## config.mk

```make
export PLATFORM = sky130hd
export DESIGN_NAME = fetch_pc_unit
export DESIGN_NICKNAME = d
export VERILOG_FILES = /design/src/rtl/if_pkg.sv /design/src/rtl/if_skid_buf.sv /design/src/rtl/fetch_pc_unit.sv
export SDC_FILE = /design/constraint.sdc
export NUM_CORES = 1
export LEC_CHECK = 0
export BUFFER_PORTS_ARGS = -buffer_cell sky130_fd_sc_hd__buf_2
export CAP_MARGIN = 20
export CELL_PAD_IN_SITES_DETAIL_PLACEMENT = 0
export CELL_PAD_IN_SITES_GLOBAL_PLACEMENT = 1
export CORE_UTILIZATION = 38
export CTS_BUF_LIST = sky130_fd_sc_hd__clkbuf_16
export DETAILED_ROUTE_END_ITERATION = 8
export GPL_ROUTABILITY_DRIVEN = 1
export HOLD_SLACK_MARGIN = 0.02
export PLACE_DENSITY = 0.88
export SYNTH_ARGS = -nofsm -noshare
export SYNTH_HDL_FRONTEND = slang
export SYNTH_SLANG_ARGS = --single-unit
```

## constraint.sdc

```tcl
create_clock -name clk -period 5.3 [get_ports clk]
set_input_delay 0.265 -clock clk [delete_from_list [all_inputs] [get_ports clk]]
set_output_delay 0.265 -clock clk [all_outputs]
set_load 0.05 [all_outputs]
```

## src/rtl/if_pkg.sv

```systemverilog
// Shared types and constants for the instruction-fetch stage.
package if_pkg;

  typedef enum logic [1:0] {
    BOOT,
    FETCH,
    HOLD,
    DROP
  } fetch_state_t;

  localparam logic [31:0] NOP_INST = 32'h0000_0013;

endpackage

```

## src/rtl/if_skid_buf.sv

```systemverilog
// One-entry {pc, inst} buffer holding a returned instruction while decode is stalled.
module if_skid_buf
  import if_pkg::*;
#(
  parameter int unsigned WordSize = 32
) (
  input  logic                clk,
  input  logic                rst,
  input  logic                i_load,
  input  logic                i_clear,
  input  logic [WordSize-1:0] i_pc,
  input  logic [WordSize-1:0] i_inst,
  output logic                o_full,
  output logic [WordSize-1:0] o_pc,
  output logic [WordSize-1:0] o_inst
);

  logic                r_full;
  logic [WordSize-1:0] r_pc;
  logic [WordSize-1:0] r_inst;

  // Clear wins over load so a redirect always empties the buffer.
  always_ff @(posedge clk or posedge rst) begin
    if (rst) begin
      r_full <= 1'b0;
      r_pc   <= '0;
      r_inst <= WordSize'(NOP_INST);
    end else if (i_clear) begin
      r_full <= 1'b0;
    end else if (i_load) begin
      r_full <= 1'b1;
      r_pc   <= i_pc;
      r_inst <= i_inst;
    end
  end

  assign o_full = r_full;
  assign o_pc   = r_pc;
  assign o_inst = r_inst;

endmodule

```

## src/rtl/fetch_pc_unit.sv

```systemverilog
// Fetch stage: owns the PC, issues one outstanding imem request and fills IF/ID.
module fetch_pc_unit
  import if_pkg::*;
#(
  parameter int unsigned           WordSize    = 32,
  parameter logic [WordSize-1:0]   ResetVector = '0,
  parameter int unsigned           PcStep      = 4
) (
  input  logic                clk,
  input  logic                rst,
  input  logic                branch_taken,
  input  logic [WordSize-1:0] npc,
  input  logic                stall,
  input  logic                imem_ack,
  input  logic [WordSize-1:0] imem_data,
  output logic                imem_req,
  output logic [WordSize-1:0] imem_addr,
  output logic [WordSize-1:0] pc,
  output logic [WordSize-1:0] if_pc,
  output logic [WordSize-1:0] if_inst,
  output logic                if_valid
);

  fetch_state_t        r_state, w_state_d;
  logic [WordSize-1:0] r_pc, w_pc_d;
  logic [WordSize-1:0] r_addr, w_addr_d;
  logic                r_req, w_req_d;
  logic [WordSize-1:0] r_if_pc, w_if_pc_d;
  logic [WordSize-1:0] r_if_inst, w_if_inst_d;
  logic                r_if_valid, w_if_valid_d;

  logic                w_skid_load;
  logic                w_skid_clear;
  logic                w_skid_full;
  logic [WordSize-1:0] w_skid_pc;
  logic [WordSize-1:0] w_skid_inst;

  logic [WordSize-1:0] w_npc_al;
  logic [WordSize-1:0] w_pc_inc;

  assign w_npc_al = {npc[WordSize-1:2], 2'b00};
  assign w_pc_inc = r_pc + WordSize'(PcStep);

  if_skid_buf #(
    .WordSize(WordSize)
  ) u_skid (
    .clk    (clk),
    .rst    (rst),
    .i_load (w_skid_load),
    .i_clear(w_skid_clear),
    .i_pc   (r_addr),
    .i_inst (imem_data),
    .o_full (w_skid_full),
    .o_pc   (w_skid_pc),
    .o_inst (w_skid_inst)
  );

  always_comb begin
    w_state_d    = r_state;
    w_pc_d       = r_pc;
    w_addr_d     = r_addr;
    w_req_d      = r_req;
    w_if_pc_d    = r_if_pc;
    w_if_inst_d  = r_if_inst;
    w_if_valid_d = r_if_valid;
    w_skid_load  = 1'b0;
    w_skid_clear = 1'b0;

    unique case (r_state)
      BOOT: begin
        w_state_d = FETCH;
        w_req_d   = 1'b1;
        if (branch_taken) begin
          w_pc_d   = w_npc_al;
          w_addr_d = w_npc_al;
        end else begin
          w_addr_d = r_pc;
        end
      end

      FETCH: begin
        if (branch_taken) begin
          w_pc_d       = w_npc_al;
          w_if_valid_d = 1'b0;
          w_skid_clear = 1'b1;
          // A response in the redirect cycle is dropped; otherwise wait it out in DROP.
          if (imem_ack) begin
            w_addr_d = w_npc_al;
          end else begin
            w_state_d = DROP;
          end
        end else if (imem_ack) begin
          w_pc_d   = w_pc_inc;
          w_addr_d = w_pc_inc;
          if (r_if_valid && stall) begin
            w_skid_load = 1'b1;
            w_req_d     = 1'b0;
            w_state_d   = HOLD;
          end else begin
            w_if_pc_d    = r_addr;
            w_if_inst_d  = imem_data;
            w_if_valid_d = 1'b1;
          end
        end else if (!stall) begin
          w_if_valid_d = 1'b0;
        end
      end

      HOLD: begin
        if (branch_taken) begin
          w_pc_d       = w_npc_al;
          w_addr_d     = w_npc_al;
          w_req_d      = 1'b1;
          w_if_valid_d = 1'b0;
          w_skid_clear = 1'b1;
          w_state_d    = FETCH;
        end else if (!stall) begin
          w_if_pc_d    = w_skid_pc;
          w_if_inst_d  = w_skid_inst;
          w_if_valid_d = w_skid_full;
          w_skid_clear = 1'b1;
          w_addr_d     = r_pc;
          w_req_d      = 1'b1;
          w_state_d    = FETCH;
        end
      end

      DROP: begin
        w_if_valid_d = 1'b0;
        if (branch_taken) begin
          w_pc_d       = w_npc_al;
          w_skid_clear = 1'b1;
        end
        if (imem_ack) begin
          w_addr_d  = branch_taken ? w_npc_al : r_pc;
          w_state_d = FETCH;
        end
      end

      default: begin
        w_state_d = BOOT;
      end
    endcase
  end

  always_ff @(posedge clk or posedge rst) begin
    if (rst) begin
      r_state    <= BOOT;
      r_pc       <= ResetVector;
      r_addr     <= ResetVector;
      r_req      <= 1'b0;
      r_if_pc    <= '0;
      r_if_inst  <= WordSize'(NOP_INST);
      r_if_valid <= 1'b0;
    end else begin
      r_state    <= w_state_d;
      r_pc       <= w_pc_d;
      r_addr     <= w_addr_d;
      r_req      <= w_req_d;
      r_if_pc    <= w_if_pc_d;
      r_if_inst  <= w_if_inst_d;
      r_if_valid <= w_if_valid_d;
    end
  end

  assign imem_req  = r_req;
  assign imem_addr = r_addr;
  assign pc        = r_pc;
  assign if_pc     = r_if_pc;
  assign if_inst   = r_if_inst;
  assign if_valid  = r_if_valid;

endmodule
```

==> impl_metrics.yaml <==
placed_design:
  place_inst: 1339
  place.gp.congestion: 0.886
  hpwl_um: 16200
  portBuffers: 196
synthesis:
  synth_area_um2: 9310
  syn_nets: 943
  synth_edf_count: 0
  async_reset_ff_frac: 1.00
  postSynthAreaPerCell_um2: 10.7
  syn_inst: 873
  synth_warnings: 0
  ys_types: 62
  ys_ff_latch: 197
  ys_seq_area_frac: 0.530
  synth_top_flop_cell: "dfrtp_1"
final_layout:
  fin_cells: 1373
  post-route-util: 0.472
  layout.nets: 1111
  n_antenna_cell: 0
  final_common_cell: "buf_2"
  seq_area_um2: 4940
  multi_input_area_um2: 4120
  syn2layout_area_growth_pct: 20.3
  layout-drive-gt1-share: 0.321
  layout_common_cells: "buf_2 (196), dfrtp_1 (191), nand2_1 (117)"
  n_fill_cell: 2227
critical_path:
  crit_required_ns: 5.60
  crit_type: "flop to flop"
  r2r_cells: 6
  start_kind: "flop"
  rr_startpoint: "r_state[0]"
  rrSetupSlack_ns: 2.49
  critPathCaptureType: "flop"
  worst_ep_arrival_time_ns: 3.11
  crit_path_max_fanout: 29
  rr_endpoint: "u_skid.o_inst[22]"
cts:
  root_buffer: "clkbuf_16"
  cts_setup_buffers: 0
  clkSlewWorstSetupHoldPaths_ns: 0.08
  post_cts_resized: 0
  clockBufferDepth: 2
  cts.sinks: 197
  cts_tree: "yes"
  holdBufCountCts: 1
  clk_latency_ns: 0.42
  htreeDepth: 4
  numCtsBuffers: 17
power:
  cellLeakagePower_nw: 5.28
  power_frac_seq: 0.437
  comb_power_share: 0.288
  swShare: 0.386
  p_per_area_nw_per_um2: 412
  power.internal_mw: 2.83
  ir_drop_v: 0.000180
  power.switching_mw: 1.78
  p_clk_frac: 0.275
die:
  die_area_um2: 25100
  num_rows: 56
  die_h_um: 159
  die_x_um: 159
  core_area_um2: 23800
  ios: 199
  initial_utilization: 0.392
global_route:
  grt_pass1_vias: 6706
  antenna_found_initial: 1
  grt_first_pass_wirelength_um: 36600
  grtUsageTotal: 0.190
  grt_overflow: 0
  grt_max_degree: 191
drt:
  route.detailed.drc: 0
  wire_per_inst_um: 17.0
  drt_first_pass_iters: 5
  ant_nets: 0
  vias_per_cell: 5.14
  vias: 7054
  drt-total-wl_um: 23400
  drt_iter0_markers: 599
timing:
  hold_viol_final: 0
  min_period_ns: 2.81
  finClkSkew_ns: 0.0125
  period_share: 0.530
  finalSetupViolCount: 0
  fmax_ghz: 0.356
  relSlewSlack: 0.293
  slew_violations: 0
  rsz0062_at_grt: "no"
  worst_slew_pin_slew_ns: 1.06
  final.setup.tns_ns: 0
job:
  maxCapViolCount: 0
hold_path:
  hold_path_end: "pc[22]"
  whs_path_depth: 3
  hold_class: "input pin to flop"
  hp-start: "npc[22]"
run_status:
  status: "finished, final reports clean"
==> worst max-delay path, stage by stage, from the launching register on <==
cell	delay (ns)
dfrtp_1	0.65
and3b_1	0.35
nand2_1	0.14
nor2_4	0.53
buf_16	0.25
buf_4	0.38
mux2_2	0.38
==> cell usage after synthesis, types with 4 or more instances <==
cell type  number  area [µm²]
a31oi_1         4        25.0
o31ai_1         5        37.5
buf_1           7        26.3
dfstp_2         6         158
nor4_1          7        43.8
buf_2          18        90.1
xnor2_1        23         201
o21ai_0        96         480
nand4_1        10        62.6
o21ai_1         8        40.0
nor3_1         11        55.1
nor2b_1         5        31.3
clkbuf_1       33         124
dfrtp_1       191        4780
mux2_2         79         890
inv_1          14        52.6
mux2i_1        69         691
and3_1          6        37.5
and4_1          4        35.0
nor2_1         42         158
nand3_1        22         110
xor2_1         15         131
nand2b_1        4        25.0
a21oi_1        23         115
nand2_1       117         439
==> logic make-up (layout without fill, tap and decap cells) <==
logic type | count (synthesis) | count (layout) | synth area share
simple gates | 250 | 250 | 0.130
compound gates | 165 | 165 | 0.100
mux | 149 | 149 | 0.171
fa+ha+maj | 1 | 1 | 0.00134
flops | 197 | 197 | 0.530
buf+inv | 73 | 254 | 0.0320
xor+xnor | 38 | 38 | 0.0357
==> how the worst max path moves through the flow <==
stage                           from                end  slack [ns]
after floorplan                  rst        if_inst[10]        2.49
after global placement    r_state[0]  u_skid.o_inst[27]        2.24
after detailed placement  r_state[0]         if_inst[3]        2.18
after CTS                 r_state[0]          if_pc[17]        2.12
after global routing      r_state[0]  u_skid.o_inst[23]        2.32
final                     r_state[0]  u_skid.o_inst[22]        2.49
==> sequential cells by signal (all words and copies together) (netlist names) <==
register	flops
pc	32
imem_req	1
r_state	2
if_pc	32
u_skid.o_inst	32
u_skid.o_full	1
if_valid	1
if_inst	32
u_skid.o_pc	32
imem_addr	32
==> final cells by class <==
| type | count | share of cell area |
|---|---|---|
| flip-flops and latches | 197 | 0.441 |
| multi-input cells | 603 | 0.368 |
| repair buffers | 208 | 0.101 |
| clock buffers | 17 | 0.0380 |
| well taps | 319 | 0.0356 |
| clock inverters | 15 | 0.0127 |
| inverters | 14 | 0.00503 |
==> routing by layer <==
layer | track usage | vias to the layer above | part of all wire
li1 | - | 3391 | -
met1 | 0.272 | 3429 | 0.47
met2 | 0.293 | 208 | 0.46
met3 | 0.0346 | 24 | 0.054
met4 | 0.0545 | 2 | 0.013
met5 | 0 | - | 0.00034
==> through the flow <==
| stage | worst slack [ns] | power, mW | instance area, µm² | hold WS (ns) |
|---|---|---|---|---|
| after floorplan | 2.49 | 3.01 | 9310 | 0.385 |
| after global placement | 2.24 | 3.34 | 10600 | 0.199 |
| after detailed placement | 2.18 | 3.38 | 10600 | 0.199 |
| after CTS | 2.12 | 4.66 | 11200 | 0.0521 |
| after global routing | 2.32 | 4.85 | 11200 | 0.0681 |
| final | 2.49 | 4.61 | 11200 | 0.0710 |
==> power by group through the flow <==
| stage | registers, mW | clock network [mW] | logic [mW] |
|---|---|---|---|
| detailed placement | 2.05 | 0 | 1.34 |
| global placement | 2.03 | 0 | 1.32 |
| finish | 2.01 | 1.27 | 1.33 |
| global route | 2.06 | 1.37 | 1.43 |
| floorplan | 2.59 | 0 | 0.423 |
| CTS | 2.02 | 1.31 | 1.34 |
Note: power is estimated with default switching activity, not from simulation.
